## src/rtl/mem_bus_arbiter_pkg.sv

```systemverilog
// Shared constants and types for the instruction/data memory port arbiter.
// Source IDs double as the 1-bit tags stored in the response-routing FIFO.
package mem_bus_arbiter_pkg;

    localparam logic SRC_INST = 1'b0;
    localparam logic SRC_DATA = 1'b1;

    typedef enum logic [1:0] {
        ARB_IDLE      = 2'd0,
        ARB_HOLD_INST = 2'd1,
        ARB_HOLD_DATA = 2'd2
    } arb_state_t;

    typedef logic [1:0] size_t;

    function automatic arb_state_t hold_state(input logic src);
        return (src == SRC_DATA) ? ARB_HOLD_DATA : ARB_HOLD_INST;
    endfunction

endpackage

```

## src/rtl/mem_bus_arbiter_if.sv

```systemverilog
// SRAM-like request/response bundle; master drives the request, slave answers.
interface mem_bus_arbiter_if;
    import mem_bus_arbiter_pkg::*;

    logic        req;
    logic        wr;
    size_t       size;
    logic [3:0]  wstrb;
    logic [31:0] addr;
    logic [31:0] wdata;
    logic        addr_ok;
    logic        data_ok;
    logic [31:0] rdata;

    modport master (
        output req, wr, size, wstrb, addr, wdata,
        input  addr_ok, data_ok, rdata
    );

    modport slave (
        input  req, wr, size, wstrb, addr, wdata,
        output addr_ok, data_ok, rdata
    );

endinterface

```

## src/rtl/arb_id_fifo.sv

```systemverilog
// In-order 1-bit tag FIFO recording which master owns each outstanding request.
// Head is read combinationally so responses can be routed in the same cycle.
module arb_id_fifo #(
    parameter int DEPTH = 2
) (
    input  logic clk,
    input  logic reset,
    input  logic push,
    input  logic push_id,
    input  logic pop,
    output logic full,
    output logic empty,
    output logic head
);
    localparam int AW = $clog2(DEPTH);

    logic [AW-1:0] wr_ptr_reg;
    logic [AW-1:0] rd_ptr_reg;
    logic [AW:0]   count_reg;
    logic          id_mem [DEPTH];
    logic          do_push;
    logic          do_pop;

    assign full    = (count_reg == (AW+1)'(DEPTH));
    assign empty   = (count_reg == '0);
    assign head    = id_mem[rd_ptr_reg];
    assign do_push = push & ~full;
    assign do_pop  = pop & ~empty;

    always_ff @(posedge clk) begin
        if (do_push) begin
            id_mem[wr_ptr_reg] <= push_id;
        end
    end

    // Pointers wrap naturally because DEPTH is a power of two.
    always_ff @(posedge clk) begin
        if (reset) begin
            wr_ptr_reg <= '0;
            rd_ptr_reg <= '0;
            count_reg  <= '0;
        end else begin
            if (do_push) begin
                wr_ptr_reg <= wr_ptr_reg + 1'b1;
            end
            if (do_pop) begin
                rd_ptr_reg <= rd_ptr_reg + 1'b1;
            end
            count_reg <= count_reg + (AW+1)'(do_push) - (AW+1)'(do_pop);
        end
    end

endmodule

```

## src/rtl/mem_bus_arbiter.sv

```systemverilog
// Shares one SRAM-like port between instruction fetch and data masters.
// Data has priority; a stalled address phase locks the grant until accepted.
module mem_bus_arbiter
    import mem_bus_arbiter_pkg::*;
#(
    parameter int MAX_OUTSTANDING = 2
) (
    input  logic                    clk,
    input  logic                    reset,
    mem_bus_arbiter_if.slave        inst,
    mem_bus_arbiter_if.slave        data,
    mem_bus_arbiter_if.master       s,
    output logic                    resp_err
);
    arb_state_t state_reg;
    arb_state_t state_next;
    logic       sel;
    logic       sel_req;
    logic       fifo_push;
    logic       fifo_pop;
    logic       fifo_full;
    logic       fifo_empty;
    logic       fifo_head;
    logic       resp_valid;
    logic       resp_err_reg;

    always_ff @(posedge clk) begin
        if (reset) begin
            state_reg <= ARB_IDLE;
        end else begin
            state_reg <= state_next;
        end
    end

    // A full FIFO blocks new grants even if a response pops this cycle.
    always_comb begin
        sel        = SRC_DATA;
        sel_req    = 1'b0;
        state_next = ARB_IDLE;
        fifo_push  = 1'b0;
        case (state_reg)
            ARB_HOLD_INST: begin
                sel     = SRC_INST;
                sel_req = inst.req;
            end
            ARB_HOLD_DATA: begin
                sel     = SRC_DATA;
                sel_req = data.req;
            end
            default: begin
                if (!fifo_full) begin
                    if (data.req) begin
                        sel     = SRC_DATA;
                        sel_req = 1'b1;
                    end else if (inst.req) begin
                        sel     = SRC_INST;
                        sel_req = 1'b1;
                    end
                end
            end
        endcase
        if (sel_req) begin
            if (s.addr_ok) begin
                fifo_push = 1'b1;
            end else begin
                state_next = hold_state(sel);
            end
        end
    end

    always_comb begin
        s.req   = sel_req;
        s.wr    = (sel == SRC_DATA) ? data.wr    : inst.wr;
        s.size  = (sel == SRC_DATA) ? data.size  : inst.size;
        s.wstrb = (sel == SRC_DATA) ? data.wstrb : inst.wstrb;
        s.addr  = (sel == SRC_DATA) ? data.addr  : inst.addr;
        s.wdata = (sel == SRC_DATA) ? data.wdata : inst.wdata;
    end

    assign inst.addr_ok = s.addr_ok & sel_req & (sel == SRC_INST);
    assign data.addr_ok = s.addr_ok & sel_req & (sel == SRC_DATA);

    assign resp_valid   = s.data_ok & ~fifo_empty;
    assign fifo_pop     = resp_valid;
    assign inst.data_ok = resp_valid & (fifo_head == SRC_INST);
    assign data.data_ok = resp_valid & (fifo_head == SRC_DATA);
    assign inst.rdata   = s.rdata;
    assign data.rdata   = s.rdata;

    arb_id_fifo #(
        .DEPTH (MAX_OUTSTANDING)
    ) u_id_fifo (
        .clk     (clk),
        .reset   (reset),
        .push    (fifo_push),
        .push_id (sel),
        .pop     (fifo_pop),
        .full    (fifo_full),
        .empty   (fifo_empty),
        .head    (fifo_head)
    );

    // An orphan response means the slave and arbiter lost sync; latch it.
    always_ff @(posedge clk) begin
        if (reset) begin
            resp_err_reg <= 1'b0;
        end else if (s.data_ok && fifo_empty) begin
            resp_err_reg <= 1'b1;
        end
    end

    assign resp_err = resp_err_reg;

endmodule

```

## src/flat_wrapper.sv

```systemverilog
// flat-port wrapper written by rule: the top's interface ports become plain ports
module mem_bus_arbiter_flat import mem_bus_arbiter_pkg::*;
#(
    parameter int MAX_OUTSTANDING = 2
)
  (clk, reset, resp_err, inst_req, inst_wr, inst_size, inst_wstrb, inst_addr, inst_wdata, inst_addr_ok, inst_data_ok, inst_rdata, data_req, data_wr, data_size, data_wstrb, data_addr, data_wdata, data_addr_ok, data_data_ok, data_rdata, s_req, s_wr, s_size, s_wstrb, s_addr, s_wdata, s_addr_ok, s_data_ok, s_rdata);
  mem_bus_arbiter_if inst_i ();
  mem_bus_arbiter_if data_i ();
  mem_bus_arbiter_if s_i ();
  input  logic clk;
  input  logic reset;
  output logic resp_err;
  input wire logic [$bits(inst_i.req)-1:0] inst_req;
  input wire logic [$bits(inst_i.wr)-1:0] inst_wr;
  input wire logic [$bits(inst_i.size)-1:0] inst_size;
  input wire logic [$bits(inst_i.wstrb)-1:0] inst_wstrb;
  input wire logic [$bits(inst_i.addr)-1:0] inst_addr;
  input wire logic [$bits(inst_i.wdata)-1:0] inst_wdata;
  output wire logic [$bits(inst_i.addr_ok)-1:0] inst_addr_ok;
  output wire logic [$bits(inst_i.data_ok)-1:0] inst_data_ok;
  output wire logic [$bits(inst_i.rdata)-1:0] inst_rdata;
  input wire logic [$bits(data_i.req)-1:0] data_req;
  input wire logic [$bits(data_i.wr)-1:0] data_wr;
  input wire logic [$bits(data_i.size)-1:0] data_size;
  input wire logic [$bits(data_i.wstrb)-1:0] data_wstrb;
  input wire logic [$bits(data_i.addr)-1:0] data_addr;
  input wire logic [$bits(data_i.wdata)-1:0] data_wdata;
  output wire logic [$bits(data_i.addr_ok)-1:0] data_addr_ok;
  output wire logic [$bits(data_i.data_ok)-1:0] data_data_ok;
  output wire logic [$bits(data_i.rdata)-1:0] data_rdata;
  output wire logic [$bits(s_i.req)-1:0] s_req;
  output wire logic [$bits(s_i.wr)-1:0] s_wr;
  output wire logic [$bits(s_i.size)-1:0] s_size;
  output wire logic [$bits(s_i.wstrb)-1:0] s_wstrb;
  output wire logic [$bits(s_i.addr)-1:0] s_addr;
  output wire logic [$bits(s_i.wdata)-1:0] s_wdata;
  input wire logic [$bits(s_i.addr_ok)-1:0] s_addr_ok;
  input wire logic [$bits(s_i.data_ok)-1:0] s_data_ok;
  input wire logic [$bits(s_i.rdata)-1:0] s_rdata;
  assign inst_i.req = inst_req;
  assign inst_i.wr = inst_wr;
  assign inst_i.size = inst_size;
  assign inst_i.wstrb = inst_wstrb;
  assign inst_i.addr = inst_addr;
  assign inst_i.wdata = inst_wdata;
  assign inst_addr_ok = inst_i.addr_ok;
  assign inst_data_ok = inst_i.data_ok;
  assign inst_rdata = inst_i.rdata;
  assign data_i.req = data_req;
  assign data_i.wr = data_wr;
  assign data_i.size = data_size;
  assign data_i.wstrb = data_wstrb;
  assign data_i.addr = data_addr;
  assign data_i.wdata = data_wdata;
  assign data_addr_ok = data_i.addr_ok;
  assign data_data_ok = data_i.data_ok;
  assign data_rdata = data_i.rdata;
  assign s_req = s_i.req;
  assign s_wr = s_i.wr;
  assign s_size = s_i.size;
  assign s_wstrb = s_i.wstrb;
  assign s_addr = s_i.addr;
  assign s_wdata = s_i.wdata;
  assign s_i.addr_ok = s_addr_ok;
  assign s_i.data_ok = s_data_ok;
  assign s_i.rdata = s_rdata;
  mem_bus_arbiter #(.MAX_OUTSTANDING(MAX_OUTSTANDING)) u_core (.clk(clk), .reset(reset), .inst(inst_i), .data(data_i), .s(s_i), .resp_err(resp_err));
endmodule
```

## config.mk

```make
export PLATFORM = sky130hd
export DESIGN_NAME = mem_bus_arbiter_flat
export DESIGN_NICKNAME = d
export VERILOG_FILES = /design/src/rtl/mem_bus_arbiter_pkg.sv /design/src/rtl/mem_bus_arbiter_if.sv /design/src/rtl/arb_id_fifo.sv /design/src/rtl/mem_bus_arbiter.sv /design/src/flat_wrapper.sv
export SDC_FILE = /design/constraint.sdc
export NUM_CORES = 1
export LEC_CHECK = 0
export CAP_MARGIN = 20
export CORE_AREA = 2 2 125 127
export DETAILED_ROUTE_END_ITERATION = 7
export DIE_AREA = 0 0 127 129
export GPL_TIMING_DRIVEN = 0
export MAX_ROUTING_LAYER = met4
export SYNTH_ARGS = -nofsm -noshare
export SYNTH_HDL_FRONTEND = slang
export SYNTH_HIERARCHICAL = 1
export SYNTH_SLANG_ARGS = --single-unit
```

## constraint.sdc

```tcl
create_clock -name clk -period 3.05 [get_ports clk]
set_input_delay 0.61 -clock clk [delete_from_list [all_inputs] [get_ports clk]]
set_output_delay 0.61 -clock clk [all_outputs]
set_load 0.005 [all_outputs]
```

Word-level counts from Yosys, hierarchy flattened

Memory sizes are Yosys's and may differ from the RTL's. A register that Yosys moved wholly into a read port is not among the register bits.
Index checks and enable logic that the tools add are counted.
Widths: inputs -> output; s select.

Register bits: 7
Bits of input ports: 180
Memories kept: 1
Output and inout port bits: 141
Bits in writable memories: 2

Memory list:

| memory                  | depth | bits a word | rd ports | clocked after memory_dff | write ports | line              | RTL |
|---|---|---|---|---|---|---|---|
| u_core.u_id_fifo.id_mem | 2     | 1           | 1        | 1                        | 1           | arb_id_fifo.sv:20 | `logic id_mem [DEPTH];` |

Add/subtract/negate cells: 4
Eq/ne operators: 3
Reductions and logical operators: 3
Bitwise gates (word level): 13
Muxes and demuxes: 20

Operator list:

| operator            | count |
|---|---|
| $mux 32             | 2 |
| $mux 1              | 13 |
| $and 1x1->1         | 8 |
| $not 1->1           | 5 |
| $eq 2x2->1 const B  | 2 |
| $mux 2              | 2 |
| $mux 4              | 1 |
| $pmux 1 s2          | 2 |
| $reduce_or 3->1     | 1 |
| $add 1x1->1 const B | 2 |
| $add 2x1->2         | 1 |
| $eq 2x1->1 const B  | 1 |
| $logic_not 2->1     | 1 |
| $sub 2x1->2         | 1 |
| $logic_and 1x1->1   | 1 |

Longest topological paths before layout

Depth after elaboration: 8
Mapped depth: 12

Cells and area by module

The synthesis kept the hierarchy.

By module, submodules not included:

| module          | seq. area each (um^2) | area an instance (um^2) | cells an instance | times used |
|---|---|---|---|---|
| mem_bus_arbiter | 60.1                  | 1826.8                  | 168               | 1 |
| arb_id_fifo     | 160.2                 | 305.3                   | 30                | 1 |

Least setup slack after synthesis

Ideal clock, no wire load.

Kind: register to register
Start point: register u_core.state_reg[0]
End point: register u_core.u_id_fifo.count_reg[1]
Period minus slack after synthesis: 2176 ps
Data required time: 2972 ps
Setup slack: 874 ps
Arrival time: 2099 ps
Path buffers: 0
Stages on the path, launching flop included: 13
Library setup time: 78 ps
Cell sequence: dfxtp_1 inv_1 ha_1 nand2b_1 o22ai_1 and2_1 nand2_1 ha_1 inv_1 ha_1 xor2_1 and2_1 nor3_1

Longest elaborated chain between the ends: 6

Ends and longest elaborated chain:

| item                                     | line                  | RTL |
|---|---|---|
| start: declaration                       | mem_bus_arbiter.sv:15 | `arb_state_t state_reg;` |
| start signal: assignment                 | mem_bus_arbiter.sv:31 | `state_reg <= state_next;` |
| $eq 2x2->1 or $eq 2x1->1 (tied branches) | mem_bus_arbiter.sv:41 | `case (state_reg)` |
| $pmux 1 s2 (*)                           | mem_bus_arbiter.sv:41 |  |
| named net s_req                          | flat_wrapper.sv:31    | `output wire logic [$bits(s_i.req)-1:0] s_req;` |
| $mux 1 (*)                               | mem_bus_arbiter.sv:62 | `if (sel_req) begin` |
| named net u_core.fifo_push               | mem_bus_arbiter.sv:19 | `logic fifo_push;` |
| $and 1x1->1 (*)                          | arb_id_fifo.sv:27     | `assign do_push = push & ~full;` |
| $add 2x1->2 (*)                          | arb_id_fifo.sv:49     | `count_reg <= count_reg + (AW+1)'(do_push) - (AW+1)'(do_pop);` |
| $sub 2x1->2 (*)                          | arb_id_fifo.sv:49     |  |
| end signal: assignment                   | arb_id_fifo.sv:49     |  |
| end: declaration                         | arb_id_fifo.sv:19     | `logic [AW:0] count_reg;` |

The timed path passes the listed nets; every way through them passes the cells marked *.
A chain may end at the register's enable or synchronous reset.

Final worst setup path

Start point: input port data_req
End point: output port s_size[1]

Longest elaborated chain between the ends: 4

Ends and longest elaborated chain:

| item               | line                  | RTL |
|---|---|---|
| start: declaration | flat_wrapper.sv:22    | `input wire logic [$bits(data_i.req)-1:0] data_req;` |
| $mux 1             | mem_bus_arbiter.sv:52 | `if (data.req) begin` |
| $mux 1             | mem_bus_arbiter.sv:51 | `if (!fifo_full) begin` |
| $pmux 1 s2         | mem_bus_arbiter.sv:41 |  |
| $mux 2             | mem_bus_arbiter.sv:74 | `s.size = (sel == SRC_DATA) ? data.size : inst.size;` |
| end: declaration   | flat_wrapper.sv:33    | `output wire logic [$bits(s_i.size)-1:0] s_size;` |

Every way passes these cells.

==> results_dict.tcl <==
set metrics [dict create \
    power_frac_comb_pct 79.7 \
    ys_seq_area_share_pct 10.33 \
    die_width_um 127 \
    antenna_found_initial 0 \
    arrival_ns 2.35 \
    ioPinCount 321 \
    hold_viol 0 \
    postLayoutCellArea_um2 5513 \
    power.switching_w 0.0006422 \
    core_um2 14980 \
    hpwl_mm 9.886 \
    clkPwrFrac_pct 11.6 \
    worstMarginPinSlew_ns 0.3536 \
    clk_pin_slew_worst_paths_ns 0.04 \
    num_rows 45 \
    cp-endpoint "s_size[1]" \
    r2r-start "u_core/state_reg[0]" \
    end_kind "output port" \
    avgSynthCellArea_um2 10.77 \
    pre_cts_ws_ns -0.2117 \
    synthesis.area_um2 2132 \
    fmax_ghz 0.3378 \
    reg2reg_slack_ns 0.73 \
    path_class "primary input to output port" \
    place_inst 674 \
    cap_viol_max_count 0 \
    antennaDiodeCount 0 \
    layout_commonest_cell "clkdlybuf4s50_1" \
    first_pass_iters 4 \
    place_area_um2 5250 \
    clkSinkCount 10 \
    h-tree-depth 1 \
    rsz0062_at_grt "no" \
    status "finished, final reports clean" \
    switching_share_pct 29.04 \
    start_util_pct 14.24 \
    start_kind "primary input" \
    vias_per_cell 3.650 \
    vdd_drop_max_mv 0.2512 \
    worstSetupStartpoint "data_req" \
    areaGrowthSynthToFinish_pct 158.6 \
    ctsHoldBuffers 0 \
    period_share_pct 97.05 \
    vias 2537 \
    wl_mm 11.25 \
    die_h_um 129 \
    postLayoutSetupSlackWorst_ns 0.08990 \
    clk_latency_ns 0.23 \
    track_usage_pct 12.37 \
    worstPathMaxFanout 5 \
    finalNonFillerCells 695 \
    grt_pass1_vias 2601 \
    drive_gt1_share_pct 34.12 \
    final_cell_mix "clkdlybuf4s50_1 (235), buf_4 (79), mux2_4 (57)" \
    drv_slew 0 \
    p_int_w 0.001570 \
    max_slew_margin_pct 76.42 \
    drc_errors 0 \
    required_ns 2.44 \
    syn_nets 382 \
    routedWlPerCell_um 16.18 \
    synth_edf_count 2 \
    cts_root_buf "clkbuf_16" \
    cts_buffers 3 \
    final.setup_skew_ns 0.0008375 \
    power_w 0.002212 \
    drt-initial-drc-count 54 \
    grt.overflow.total 0 \
    grt_max_degree 11 \
    ys_warn_count 6 \
    power.leakage_nw 2.469 \
    place_congestion 0.8198 \
    nets 692 \
    dieArea_um2 16380 \
    ant_nets 0 \
    synth_seq_cells 10 \
    r2r_end "u_core/u_id_fifo/count_reg[1]" \
    reg2reg_depth 12 \
    dominantRegCellSynth "dfxtp_1" \
    grt_pass1_wl_mm 15.38 \
    portBuffers 288 \
    pwr-share-seq_pct 8.6 \
    hp-class "flop to flop" \
    ys_types 30 \
    async_flop_share_pct 0 \
    setup_viol 0 \
    finalCriticalPeriod_ns 2.960 \
    cts.path.max_buffers 2 \
    cts_tree "yes" \
    power.density_nw_per_um2 401.2 \
    netlist_instances 198 \
]
## cell usage after synthesis, drive strengths merged (2+ instances only)
cell type  number  share of area, %
buf            72                29
mux2           72                48
dfxtp           8               7.5
inv             7               1.2
nor2            7               1.2
and3            5               1.5
ha              4               2.3
and2            3              0.88
nand2b          3               1.0
nor2b           3              0.88
a21oi           2              0.47
edfxtp          2               2.8
o22ai           2              0.88
## through the flow
| step | hold WS, ns | utilization, % | TNS, ns |
|---|---|---|---|
| 4_1_cts | 0.4718 | 36.74 | 0 |
| 5_1_grt | 0.5082 | 36.81 | 0 |
| 6_report | 0.4684 | 36.81 | 0 |
| 3_3_place_gp | 0.4643 | 35.05 | -10.82 |
| 3_5_place_dp | 0.4590 | 35.05 | -10.64 |
| 2_1_floorplan | 0.4515 | - | 0 |
## how the worst min path moves through the flow
stage | start | end | slack (ns) | depth (start not counted)
after floorplan | u_core/u_id_fifo/wr_ptr_reg | u_core/u_id_fifo/wr_ptr_reg | 0.45 | 2
after global placement | u_core/resp_err | u_core/resp_err | 0.46 | 2
after detailed placement | u_core/resp_err | u_core/resp_err | 0.46 | 2
after CTS | u_core/resp_err | u_core/resp_err | 0.47 | 2
after global routing | u_core/resp_err | u_core/resp_err | 0.51 | 2
final | u_core/resp_err | u_core/resp_err | 0.47 | 2
## power groups by stage
stage	combinational (W)	clock, W	sequential, W
global route	0.00187	0.000267	0.000194
finish	0.00176	0.000258	0.000191
CTS	0.00178	0.000260	0.000191
global placement	0.00167	0	0.000191
detailed placement	0.00168	0	0.000192
floorplan	0.000832	0	0.000188
## final cells by class
class	count	area, um2
Fill cell	1485	9464
Timing Repair Buffer	305	3005
Multi-Input combinational cell	109	1309
Buffer	72	628.1
Tap cell	188	235.2
Sequential cell	10	220.2
Clock buffer	4	88.84
Inverter	7	26.28
## metal layers
layer	part of all wire [%]	up-vias	GRT usage, %
li1	-	1231	-
met1	37	1178	14.17
met2	54	118	22.96
met3	7.6	10	2.578
met4	0.55	0	1.293
met5	0	-	-
## cells by family (layout without fill, tap and decap cells)
family | Yosys count | in the layout | synth area share [%]
DFF | 10 | 10 | 10.33
adders and majority gates | 4 | 4 | 2.348
AOI/OAI and AO/OA | 7 | 7 | 2.289
muxes | 72 | 72 | 48.06
xor gates and xnor gates | 2 | 2 | 0.8217
and+or+nand+nor | 24 | 24 | 6.221
buffers and inverters | 79 | 388 | 29.93
## worst max-delay path, stage by stage
cell and delay (ns):
dlygate4sd2_1 0.25, nand2b_4 0.15, o22ai_4 0.21, buf_12 0.15
buf_16 0.11, buf_4 0.11, mux2_2 0.32, clkdlybuf4s50_1 0.44
## timing repair
action	in CTS	in global routing
setup endpoints to repair	73	16
resized for setup	60	2
setup buffers	15	0
pin swaps	1	1
cloned	2	0
Note: power is estimated with default switching activity, not from simulation.
